`config.mk`:
```
export PLATFORM = sky130hd
export DESIGN_NAME = uart_rx_flat
export DESIGN_NICKNAME = d
export VERILOG_FILES = /design/src/rtl/uart_rx_if.sv /design/src/rtl/uart_rx.sv /design/src/flat_wrapper.sv
export SDC_FILE = /design/constraint.sdc
export NUM_CORES = 1
export LEC_CHECK = 0
export CAP_MARGIN = 20
export CORE_MARGIN = 3
export CORE_UTILIZATION = 53
export CTS_CLUSTER_DIAMETER = 60
export CTS_CLUSTER_SIZE = 16
export DETAILED_ROUTE_END_ITERATION = 7
export GPL_TIMING_DRIVEN = 1
export HOLD_SLACK_MARGIN = 0.15
export PLACE_DENSITY_LB_ADDON = 0.12
export SLEW_MARGIN = 10
export SYNTH_ARGS = -nofsm -noshare
export SYNTH_HDL_FRONTEND = slang
export SYNTH_SLANG_ARGS = --single-unit
export TNS_END_PERCENT = 1
```
`constraint.sdc`:
```
create_clock -name tx_clk -period 3.68 [get_ports tx_clk]
set_input_delay 0.736 -clock tx_clk [delete_from_list [all_inputs] [get_ports tx_clk]]
set_output_delay 0.736 -clock tx_clk [all_outputs]
set_load 0.1 [all_outputs]
```
`src/rtl/uart_rx_if.sv`:
```
// Serial line, frame configuration and receive results for uart_rx.
interface uart_rx_if;
  logic       rx;
  logic [3:0] length;
  logic       parity_type;
  logic       parity_en;
  logic       stop2;
  logic [7:0] rx_data;
  logic       rx_done;
  logic       rx_err;
  logic       parity_err;
  logic       frame_err;
  logic       rx_busy;

  modport master (
    output rx, length, parity_type, parity_en, stop2,
    input  rx_data, rx_done, rx_err, parity_err, frame_err, rx_busy
  );

  modport slave (
    input  rx, length, parity_type, parity_en, stop2,
    output rx_data, rx_done, rx_err, parity_err, frame_err, rx_busy
  );
endinterface

```
`src/rtl/uart_rx.sv`:
```
// UART receiver sampling one bit per tx_clk edge (shares the transmitter's bit
// clock). Frame: start, 5..8 data bits LSB first, optional parity, 1 or 2 stops.
//
// state     | meaning
// ----------+-----------------------------------------------------------
// IDLE      | line idle; a 0 sample is the start bit, config is latched
// DATA      | collecting data bits into the holding register
// PARITY    | sampling the parity bit and recording any mismatch
// STOP1     | first stop bit; a 0 ends the frame with a framing error
// STOP2     | second stop bit (only when two stops were configured)
// WAIT_HIGH | after a framing error, wait for the line to return high
module uart_rx #(
  parameter int SYNC_STAGES = 0
) (
  input  logic      tx_clk,
  input  logic      rst,
  uart_rx_if.slave  bus
);

  typedef enum logic [2:0] {IDLE, DATA, PARITY, STOP1, STOP2, WAIT_HIGH} state_t;

  state_t     state_q, state_n;
  logic [1:0] sync_q;
  logic       rx_s;
  logic [2:0] cnt_q, cnt_n;
  logic [2:0] last_q, last_n;
  logic       pen_q, pen_n;
  logic       ptype_q, ptype_n;
  logic       stop2_q, stop2_n;
  logic [7:0] shift_q, shift_n;
  logic       perr_pend_q, perr_pend_n;
  logic [7:0] data_q, data_n;
  logic       done_q, done_n;
  logic       err_q, err_n;
  logic       perr_q, perr_n;
  logic       ferr_q, ferr_n;
  logic       busy_q, busy_n;
  logic       finish;
  logic       ferr_f;
  logic       len_ok;

  // Optional rx synchroniser chain; resets to the idle (high) line level.
  always_ff @(posedge tx_clk) begin
    if (rst) sync_q <= 2'b11;
    else     sync_q <= {sync_q[0], bus.rx};
  end

  // Pick the synchronised sample according to the configured depth.
  always_comb begin
    if (SYNC_STAGES == 0)      rx_s = bus.rx;
    else if (SYNC_STAGES == 1) rx_s = sync_q[0];
    else                       rx_s = sync_q[1];
  end

  // State, latched config, holding register and registered outputs.
  always_ff @(posedge tx_clk) begin
    if (rst) begin
      state_q     <= IDLE;
      cnt_q       <= '0;
      last_q      <= 3'd7;
      pen_q       <= 1'b0;
      ptype_q     <= 1'b0;
      stop2_q     <= 1'b0;
      shift_q     <= '0;
      perr_pend_q <= 1'b0;
      data_q      <= '0;
      done_q      <= 1'b0;
      err_q       <= 1'b0;
      perr_q      <= 1'b0;
      ferr_q      <= 1'b0;
      busy_q      <= 1'b0;
    end else begin
      state_q     <= state_n;
      cnt_q       <= cnt_n;
      last_q      <= last_n;
      pen_q       <= pen_n;
      ptype_q     <= ptype_n;
      stop2_q     <= stop2_n;
      shift_q     <= shift_n;
      perr_pend_q <= perr_pend_n;
      data_q      <= data_n;
      done_q      <= done_n;
      err_q       <= err_n;
      perr_q      <= perr_n;
      ferr_q      <= ferr_n;
      busy_q      <= busy_n;
    end
  end

  // Next-state and next-output logic; results commit on the finish edge.
  always_comb begin
    state_n     = state_q;
    cnt_n       = cnt_q;
    last_n      = last_q;
    pen_n       = pen_q;
    ptype_n     = ptype_q;
    stop2_n     = stop2_q;
    shift_n     = shift_q;
    perr_pend_n = perr_pend_q;
    data_n      = data_q;
    done_n      = 1'b0;
    err_n       = err_q;
    perr_n      = perr_q;
    ferr_n      = ferr_q;
    finish      = 1'b0;
    ferr_f      = 1'b0;
    len_ok      = (bus.length >= 4'd5) && (bus.length <= 4'd8);

    case (state_q)
      IDLE: begin
        if (!rx_s) begin
          state_n     = DATA;
          cnt_n       = '0;
          shift_n     = '0;
          perr_pend_n = 1'b0;
          pen_n       = bus.parity_en;
          ptype_n     = bus.parity_type;
          stop2_n     = bus.stop2;
          // length 8 (4'b1000) maps to index 7 via the 3-bit wrap, as do
          // out-of-range lengths through the fallback.
          last_n      = len_ok ? (bus.length[2:0] - 3'd1) : 3'd7;
        end
      end
      DATA: begin
        shift_n[cnt_q] = rx_s;
        cnt_n = cnt_q + 3'd1;
        if (cnt_q == last_q) begin
          cnt_n   = '0;
          state_n = pen_q ? PARITY : STOP1;
        end
      end
      PARITY: begin
        // Upper unused bits are zero, so the full-width reduction is exact.
        perr_pend_n = rx_s != ((^shift_q) ^ ~ptype_q);
        state_n     = STOP1;
      end
      STOP1: begin
        if (!rx_s) begin
          finish = 1'b1;
          ferr_f = 1'b1;
        end else if (stop2_q) begin
          state_n = STOP2;
        end else begin
          finish = 1'b1;
        end
      end
      STOP2: begin
        finish = 1'b1;
        ferr_f = !rx_s;
      end
      WAIT_HIGH: begin
        if (rx_s) state_n = IDLE;
      end
      default: state_n = IDLE;
    endcase

    if (finish) begin
      data_n  = shift_q;
      perr_n  = perr_pend_q;
      ferr_n  = ferr_f;
      err_n   = perr_pend_q | ferr_f;
      done_n  = 1'b1;
      state_n = ferr_f ? WAIT_HIGH : IDLE;
    end

    busy_n = (state_n != IDLE);
  end

  assign bus.rx_data    = data_q;
  assign bus.rx_done    = done_q;
  assign bus.rx_err     = err_q;
  assign bus.parity_err = perr_q;
  assign bus.frame_err  = ferr_q;
  assign bus.rx_busy    = busy_q;

endmodule

```
`src/flat_wrapper.sv`:
```
// flat-port wrapper written by rule: the top's interface ports become plain ports
module uart_rx_flat 
#(
  parameter int SYNC_STAGES = 0
)
  (tx_clk, rst, bus_rx, bus_length, bus_parity_type, bus_parity_en, bus_stop2, bus_rx_data, bus_rx_done, bus_rx_err, bus_parity_err, bus_frame_err, bus_rx_busy);
  uart_rx_if bus_i ();
  input  logic tx_clk;
  input  logic rst;
  input wire logic [$bits(bus_i.rx)-1:0] bus_rx;
  input wire logic [$bits(bus_i.length)-1:0] bus_length;
  input wire logic [$bits(bus_i.parity_type)-1:0] bus_parity_type;
  input wire logic [$bits(bus_i.parity_en)-1:0] bus_parity_en;
  input wire logic [$bits(bus_i.stop2)-1:0] bus_stop2;
  output wire logic [$bits(bus_i.rx_data)-1:0] bus_rx_data;
  output wire logic [$bits(bus_i.rx_done)-1:0] bus_rx_done;
  output wire logic [$bits(bus_i.rx_err)-1:0] bus_rx_err;
  output wire logic [$bits(bus_i.parity_err)-1:0] bus_parity_err;
  output wire logic [$bits(bus_i.frame_err)-1:0] bus_frame_err;
  output wire logic [$bits(bus_i.rx_busy)-1:0] bus_rx_busy;
  assign bus_i.rx = bus_rx;
  assign bus_i.length = bus_length;
  assign bus_i.parity_type = bus_parity_type;
  assign bus_i.parity_en = bus_parity_en;
  assign bus_i.stop2 = bus_stop2;
  assign bus_rx_data = bus_i.rx_data;
  assign bus_rx_done = bus_i.rx_done;
  assign bus_rx_err = bus_i.rx_err;
  assign bus_parity_err = bus_i.parity_err;
  assign bus_frame_err = bus_i.frame_err;
  assign bus_rx_busy = bus_i.rx_busy;
  uart_rx #(.SYNC_STAGES(SYNC_STAGES)) u_core (.tx_clk(tx_clk), .rst(rst), .bus(bus_i));
endmodule
```
# Word level (Yosys, flattened, before mapping)
# Index checks and enable logic that the tools add are counted.
word_totals:
  reg_bits: 34
  in_bits: 10
  out_inout_bits: 13
  elab_cells: 69
op_classes:
  add_sub_neg: 2
  n_lt_le_gt_ge: 4
  n_eq_ne: 8
  mux: 26
  n_bitwise: 4
  reduce_logical: 11
op_table:
  columns: ["op", "count"]
  rows:
  - ["$mux W3", 10]
  - ["$pmux W3 S6", 1]
  - ["$pmux W8 S2", 1]
  - ["$bwmux W8", 1]
  - ["$mux W8", 1]
  - ["$reduce_xor A8 Y1", 1]
  - ["$mux W1", 7]
  - ["$eq A3 B2 Y1 const B", 2]
  - ["$eq A3 B3 Y1 const B", 2]
  - ["$pmux W1 S2", 3]
  - ["$pmux W3 S2", 1]
  - ["$reduce_and A2 Y1", 3]
  - ["$ge A4 B3 Y1 const B", 1]
  - ["$le A4 B4 Y1 const B", 1]
  - ["$lt A3 B4 Y1 const B", 1]
  - ["$reduce_bool A2 Y1", 2]
  - ["$add A3 B1 Y3 const B", 1]
  - ["$demux W1 S3", 1]
  - ["$eq A3 B1 Y1 const B", 1]
  - ["$eq A3 B3 Y1", 1]
  - ["$ge A3 B1 Y1 const B", 1]
  - ["$logic_not A3 Y1", 1]
  - ["$reduce_bool A3 Y1", 1]
  - ["$sub A3 B1 Y3 const B", 1]
  - ["other kinds (7)", 9]

# Depth between registers and ports, before layout
# Gate-level depths: netlist of the first run.
depth:
  word_depth: 6
  mapped_depth: 7
  mapped_depth_nobuf: 7

# Worst setup path before layout of the first run
# OpenSTA, ideal clock, no wires.
synth_timing:
  path_type: "input to register"
  from: "input bus_rx"
  to: "register u_core.shift_q[5]"
  arrival_ps: 1764
  t_required_ps: 3552
  setup_slack_ps: 1788
  stages: 6
  n_path_buf: 1
  cell_sequence: "buf_2 -> nor4_4 -> nor2_2 -> o21a_1 -> a31oi_1 -> nor2_1"
synth_via:
  elab_chain_len: 2
  elab_cells_between_ends: 4
  classes_between: "eq/ne (1); mux (2); reduce/logical (1)"
synth_lines:
  columns: ["element", "line_no", "rtl"]
  rows:
  - ["start: declaration", "flat_wrapper.sv:10", "input wire logic [$bits(bus_i.rx)-1:0] bus_rx;"]
  - ["$bwmux W8 or $ne A2 B2 Y1 (tied branches)", null, null]
  - ["$pmux W8 S2 or $reduce_and A2 Y1 (tied branches)", null, null]
  - ["end signal: assignment", "uart_rx.sv:79", "shift_q <= shift_n;"]
  - ["end: declaration", "uart_rx.sv:30", "logic [7:0] shift_q, shift_n;"]
# Parallel ways exist; a longest one is shown, timed or not.
# A chain may end at the register's enable or synchronous reset.

# Final worst setup path of the first run
layout_timing:
  from: "register u_core.data_q[0], in the netlist u_core.bus.rx_data[0]"
  to: "output bus_rx_data[0]"
layout_lines:
  columns: ["element", "line_no", "rtl"]
  rows:
  - ["start: declaration", "uart_rx.sv:32", "logic [7:0] data_q, data_n;"]
  - ["start signal: assignment", "uart_rx.sv:81", "data_q <= data_n;"]
  - ["end: declaration", "flat_wrapper.sv:15", "output wire logic [$bits(bus_i.rx_data)-1:0] bus_rx_data;"]
# No word-level cell between the ends.

==> impl_metrics.tcl, run 1 <==
set metrics [dict create \
    status "complete, no violations" \
    sw_frac_of_total 0.2605 \
    place_ws_ns 1.002 \
    syn-cell-area_um2 1737 \
    critPathMaxFanout 2 \
    synth_top_area_share 0.3919 \
    worst_slack_ns 1.097 \
    synth_cells 199 \
    register_area_um2 680.7 \
    power.switching_uw 204.1 \
    worst_pin_slew_ns 0.9824 \
    ys_seq_area_frac 0.3919 \
    drtIter0Drc 63 \
    gp_congestion 0.8097 \
    r2r_setup_slack_ns 1.74 \
    drive_above_1_share 0.08756 \
    synth_area_per_cell_um2 8.727 \
    worstPathRequired_ns 2.94 \
    die_area_um2 3999 \
    cts_inserted_buffers 5 \
    drc 0 \
    placed_area_um2 1932 \
    rsz0062_at_grt "no" \
    grt.overflow.total 0 \
    yosysTopAreaCell "dfxtp_1" \
    cts_tree "built" \
    die_w_um 63.24 \
    cts_num_sinks 34 \
    fin_crit_sh 0.7020 \
    finClkSkew_ns 0.007343 \
    final_area_um2 2013 \
    root_buffer "clkbuf_4" \
    critical_path_class "reg2out" \
    hold_viol_final 0 \
    hold_end "u_core.bus.rx_err" \
    vias 1432 \
    syn2layout_area_growth_pct 15.92 \
    final_core_util 0.6541 \
    gr-usage-all-layers 0.1973 \
    min_from "u_core.bus.rx_err" \
    ys_ff_latch 34 \
    placeableCoreArea_um2 3078 \
    ys.flop_type "dfxtp_1" \
    cts-htree-levels 2 \
    hpwl_um 2638 \
    synthDistinctLibCells 38 \
    reg2regPathDepth 5 \
    ios 23 \
    clkLatencyLatePin_ns 0.34 \
    p_per_area_nw_per_um2 389.2 \
    cap_violations 0 \
    yosys-top-cells-area "dfxtp_1, a21oi_1, mux2i_1" \
    post_cts_buffers 0 \
    nets 230 \
    slowest_delay_ns 1.15 \
    diodes 0 \
    hold-path-cell-count 2 \
    p_seq_frac 0.502 \
    hold_path.class "reg2reg" \
    wl_per_cell_um 13.49 \
    io_buffers 22 \
    ant_nets 0 \
    r2r_end "u_core.bus.rx_data[4]" \
    hold_buffers 0 \
    ctsResizeCount 0 \
    slew_headroom 0.3430 \
    drv_slew 0 \
    cts_buffer_depth 2 \
    synth_fp_nets 212 \
    fill_cells 261 \
    worst_setup_path_end_kind "output pin" \
    num_rows 20 \
    multiInputGateArea_um2 930.9 \
    grt_antenna_before_repair 0 \
    grt_first_pass_wirelength_um 6279 \
    die_y_um 63.24 \
    pwr-share-comb 0.138 \
    vias_per_cell 5.487 \
    p_leak_nw 0.7827 \
    internal-power_uw 579.3 \
    setup_viol 0 \
    synth-async-reset-ratio 0 \
    critPathTopFamily "buffers and inverters" \
    hold_ws_ns 0.4612 \
    first_pass_iters 4 \
    grt_start_max_net_pins 20 \
    r2r_start "u_core.state_q[2]" \
    path_buf_inv 1 \
    period_needed_ns 2.583 \
    fmax_mhz 387.1 \
    setup_tns_ns 0 \
    clk_pin_slew_ns 0.10 \
    clockPowerShare 0.359 \
    grt_pass1_vias 1460 \
    crit_path_top_delay_cell "clkdlybuf4s50_1" \
    detail_route.wirelength_um 3520 \
    worst_ir_drop_vdd_v 0.0003257 \
    critPathArrivalTime_ns 1.85 \
    synth_edf_count 0 \
    ys_warn_count 0 \
    initial_core_util 0.5642 \
    crit_chain "clkdlybuf4s50_1" \
    cp-start-kind "flip-flop" \
]
-- power groups by stage --
stage	Clock [mW]	Combinational (mW)	Sequential, mW
after floorplan	0	0.0860	0.401
final	0.282	0.108	0.394
after detailed placement	0	0.108	0.402
after global routing	0.301	0.121	0.396
after CTS	0.285	0.109	0.393
after global placement	0	0.104	0.401
-- worst max path at each step --
stage                                from                     to  slack [ns]  depth (start not counted)
floorplan                          bus_rx      u_core.shift_q[5]        1.79                          6
global placement                   bus_rx     u_core.bus.rx_busy        1.04                          6
detailed placement                 bus_rx  u_core.bus.rx_data[0]        1.00                          5
CTS                 u_core.bus.rx_data[0]         bus_rx_data[0]        1.08                          1
global route        u_core.bus.rx_data[5]         bus_rx_data[5]        1.04                          1
finish              u_core.bus.rx_data[0]         bus_rx_data[0]        1.10                          1
-- placed cells by master, fill, tap and decap left out, types with 4 or more instances in the layout --
cell type,netlist,layout
dfxtp_1,34,34
nor2_1,23,23
a21oi_1,22,22
clkdlybuf4s50_1,0,22
nand2_1,19,19
inv_1,10,10
mux2i_1,10,10
xnor2_1,8,8
nand3_1,7,7
o21ai_0,7,7
clkbuf_4,0,5
a31oi_1,4,4
-- final cells by class --
type	count	share of cell area
Multi-Input combinational cell	143	0.4624
Tap cell	44	0.02735
Inverter	10	0.01865
Sequential cell	34	0.3381
Timing Repair Buffer	23	0.1131
Clock buffer	6	0.02548
Clock inverter	1	0.01492
-- registers in the layout, indices dropped and copies added, names as in the netlist --
| name | cells |
|---|---|
| u_core.state_q | 3 |
| u_core.bus.parity_err | 1 |
| u_core.cnt_q | 3 |
| u_core.bus.rx_done | 1 |
| u_core.perr_pend_q | 1 |
| u_core.shift_q | 8 |
| u_core.last_q | 3 |
| u_core.bus.rx_busy | 1 |
| u_core.bus.frame_err | 1 |
| u_core.stop2_q | 1 |
| u_core.bus.rx_data | 8 |
| u_core.pen_q | 1 |
| u_core.bus.rx_err | 1 |
| u_core.ptype_q | 1 |
-- cell usage after synthesis (all sizes together), types with 2 or more instances --
| cell type | count |
|---|---|
| xnor2 | 8 |
| nand4 | 3 |
| nor2 | 24 |
| mux2i | 10 |
| nand3 | 7 |
| a31oi | 4 |
| a21oi | 23 |
| inv | 10 |
| a21o | 3 |
| nand2 | 19 |
| ha | 3 |
| o21ai | 7 |
| nor3 | 6 |
| or3b | 2 |
| nand3b | 3 |
| nor4 | 2 |
| o2bb2ai | 2 |
| nor3b | 2 |
| buf | 10 |
| clkbuf | 2 |
| xor2 | 4 |
| dfxtp | 34 |
| o21a | 2 |
| nor2b | 2 |
-- per-stage QoR --
step                std cells  total power [mW]
floorplan                 199            0.4870
global placement          254            0.5051
detailed placement        254            0.5100
CTS                       261            0.7875
global route              261            0.8173
finish                    261            0.7834
-- kinds of logic after synthesis --
group / after synthesis / synth area share
mux: 10 / 0.05764
xor+xnor: 12 / 0.06485
flops: 34 / 0.3919
fa+ha+maj: 3 / 0.02162
simple gates: 72 / 0.2306
compound gates: 46 / 0.1614
buf+inv: 22 / 0.07205
-- metal layers --
layer,wire length (µm),vias to the layer above,track usage,part of all wire
met1,1465,689,0.2205,0.42
li1,-,715,-,-
met5,0,-,0,0
met4,62,0,0.08086,0.018
met3,114,8,0.04635,0.032
met2,1877,20,0.3570,0.53
(Power assumes the default switching activity.)
==> run 2, diff against run 1 <==
==> constraint.sdc (replaced) <==
create_clock -name tx_clk -period 2.47 [get_ports tx_clk]
set_input_delay 0.494 -clock tx_clk [delete_from_list [all_inputs] [get_ports tx_clk]]
set_output_delay 0.494 -clock tx_clk [all_outputs]
set_load 0.1 [all_outputs]
==> run 2 against run 1 <==
Net effect:
- worst setup slack worse by 0.61 ns
- clock power up 39%
- sequential share of layout area up 0.28 points
- count of clock-buffer cells in the layout up 1
- worst hold slack better by 0.0029 ns
- largest power group unchanged
==> impl_metrics.tcl, run 2 (synthesis results as in run 1) <==
set metrics [dict create \
    vias_per_cell 5.449 \
    worstPathRequired_ns 2.75 \
    critPathArrivalTime_ns 2.27 \
    grtUsageMet1 0.2147 \
    final_common_cell "dfxtp_1" \
    first_pass_iters 4 \
    vias 1444 \
    grt_first_pass_wirelength_um 6127 \
    drive_above_1_share 0.1538 \
    status "complete, no violations" \
    fin_cells 265 \
    hold_ws_ns 0.4641 \
    hold_path.class "reg2reg" \
    critPathMaxFanout 10 \
    fmax_mhz 504.2 \
    grt_busiest_layer "met2" \
    die_w_um 63.24 \
    grt_antenna_before_repair 0 \
    critical_path_class "in2reg" \
    cts_num_sinks 34 \
    root_buffer "clkbuf_4" \
    die_area_um2 3999 \
    drc 0 \
    io_buffers 22 \
    r2r_setup_slack_ns 0.53 \
    ctsResizeCount 0 \
    use_met3 0.05348 \
    gp_congestion 0.8691 \
    cts_tree "built" \
    drtIter0Drc 69 \
    initial_core_util 0.5642 \
    finClkSkew_ns 0.009538 \
    clk_pin_slew_ns 0.10 \
    p_leak_nw 0.8180 \
    placeableCoreArea_um2 3078 \
    cap_violations 0 \
    gr-usage-all-layers 0.1863 \
    wl_per_cell_um 13.29 \
    rsz0062_at_grt "no" \
    period_needed_ns 1.984 \
    cts-htree-levels 2 \
    detail_route.wirelength_um 3521 \
    setup_viol 0 \
    syn2layout_area_growth_pct 14.99 \
    dp_cells 257 \
    cts_inserted_buffers 5 \
    fill_cells 274 \
    diodes 0 \
    place_ws_ns 0.1528 \
    drv_slew 0 \
    setup_tns_ns 0 \
    nets 233 \
    hold_buffers 0 \
    final_core_util 0.6488 \
    worst_pin_slew_ns 0.7342 \
    cp-start-kind "input pin" \
    num_rows 20 \
    cts_buffer_depth 2 \
    grt_pass1_vias 1441 \
    grtUsageMet2 0.3386 \
    grt.overflow.total 0 \
    slew_headroom 0.4979 \
    worst_slack_ns 0.4865 \
    hpwl_um 2664 \
    die_y_um 63.24 \
    clkLatencyLatePin_ns 0.33 \
    final_cell_mix "dfxtp_1, nor2_1, a21oi_1" \
    grt_start_max_net_pins 19 \
    ant_nets 0 \
    hold_viol_final 0 \
    worst_setup_path_end_kind "flip-flop" \
    worst_ir_drop_vdd_v 0.0003568 \
    ios 23 \
    fin_crit_sh 0.8030 \
    p_per_area_nw_per_um2 573.6 \
    post_cts_buffers 0 \
]
## run 2: cell count changes in the layout (fill, tap and decap cells not counted), sizes merged
cell | before | now
buf | 1 | 17
clkdlybuf4s50 | 22 | 9
clkbuf | 6 | 7
## run 2: metrics by stage
step / instance area (µm²) / total power [mW]
floorplan: 1737 / 0.7256
global placement: 1922 / 0.7554
detailed placement: 1922 / 0.7652
CTS: 1997 / 1.150
global route: 1997 / 1.196
finish: 1997 / 1.145
## run 2: per-layer routing
layer	part of all wire	vias up
li1	-	729
met3	0.040	8
met2	0.51	29
met4	0.018	0
met5	0	-
met1	0.43	678
## run 2: cell type report
| type | instances | area, µm² | share of cell area |
|---|---|---|---|
| multi-input combinational | 143 | 930.9 | 0.4662 |
| sequential | 34 | 680.7 | 0.3409 |
| timing repair buffer | 26 | 217.7 | 0.1090 |
| tap | 44 | 55.05 | 0.02757 |
| clock buffer | 7 | 45.04 | 0.02256 |
| inverter | 10 | 37.54 | 0.01880 |
| clock inverter | 1 | 30.03 | 0.01504 |
## run 2: final timing paths
check | from | end | depth (start not counted)
worst max register to register | u_core.state_q[2] | u_core.bus.rx_busy | 5
worst min-delay path | u_core.bus.rx_err | u_core.bus.rx_err | 2
worst max-delay path | bus_rx | u_core.bus.rx_busy | 6
worst min register to register | u_core.bus.rx_err | u_core.bus.rx_err | 2
## run 2: critical path, cell delays in order
cell	delay, ns
clkdlybuf4s50_1	0.51
buf_4	0.20
nand2_1	0.07
a2111oi_0	0.70
a21o_1	0.17
a211o_1	0.13
## run 2: power by group
group	leakage [nW]	internal, mW	switching [mW]
Clock	0.0395	0.215	0.177
Combinational	0.503	0.0685	0.0981
Sequential	0.275	0.561	0.0254
Total	0.818	0.845	0.301
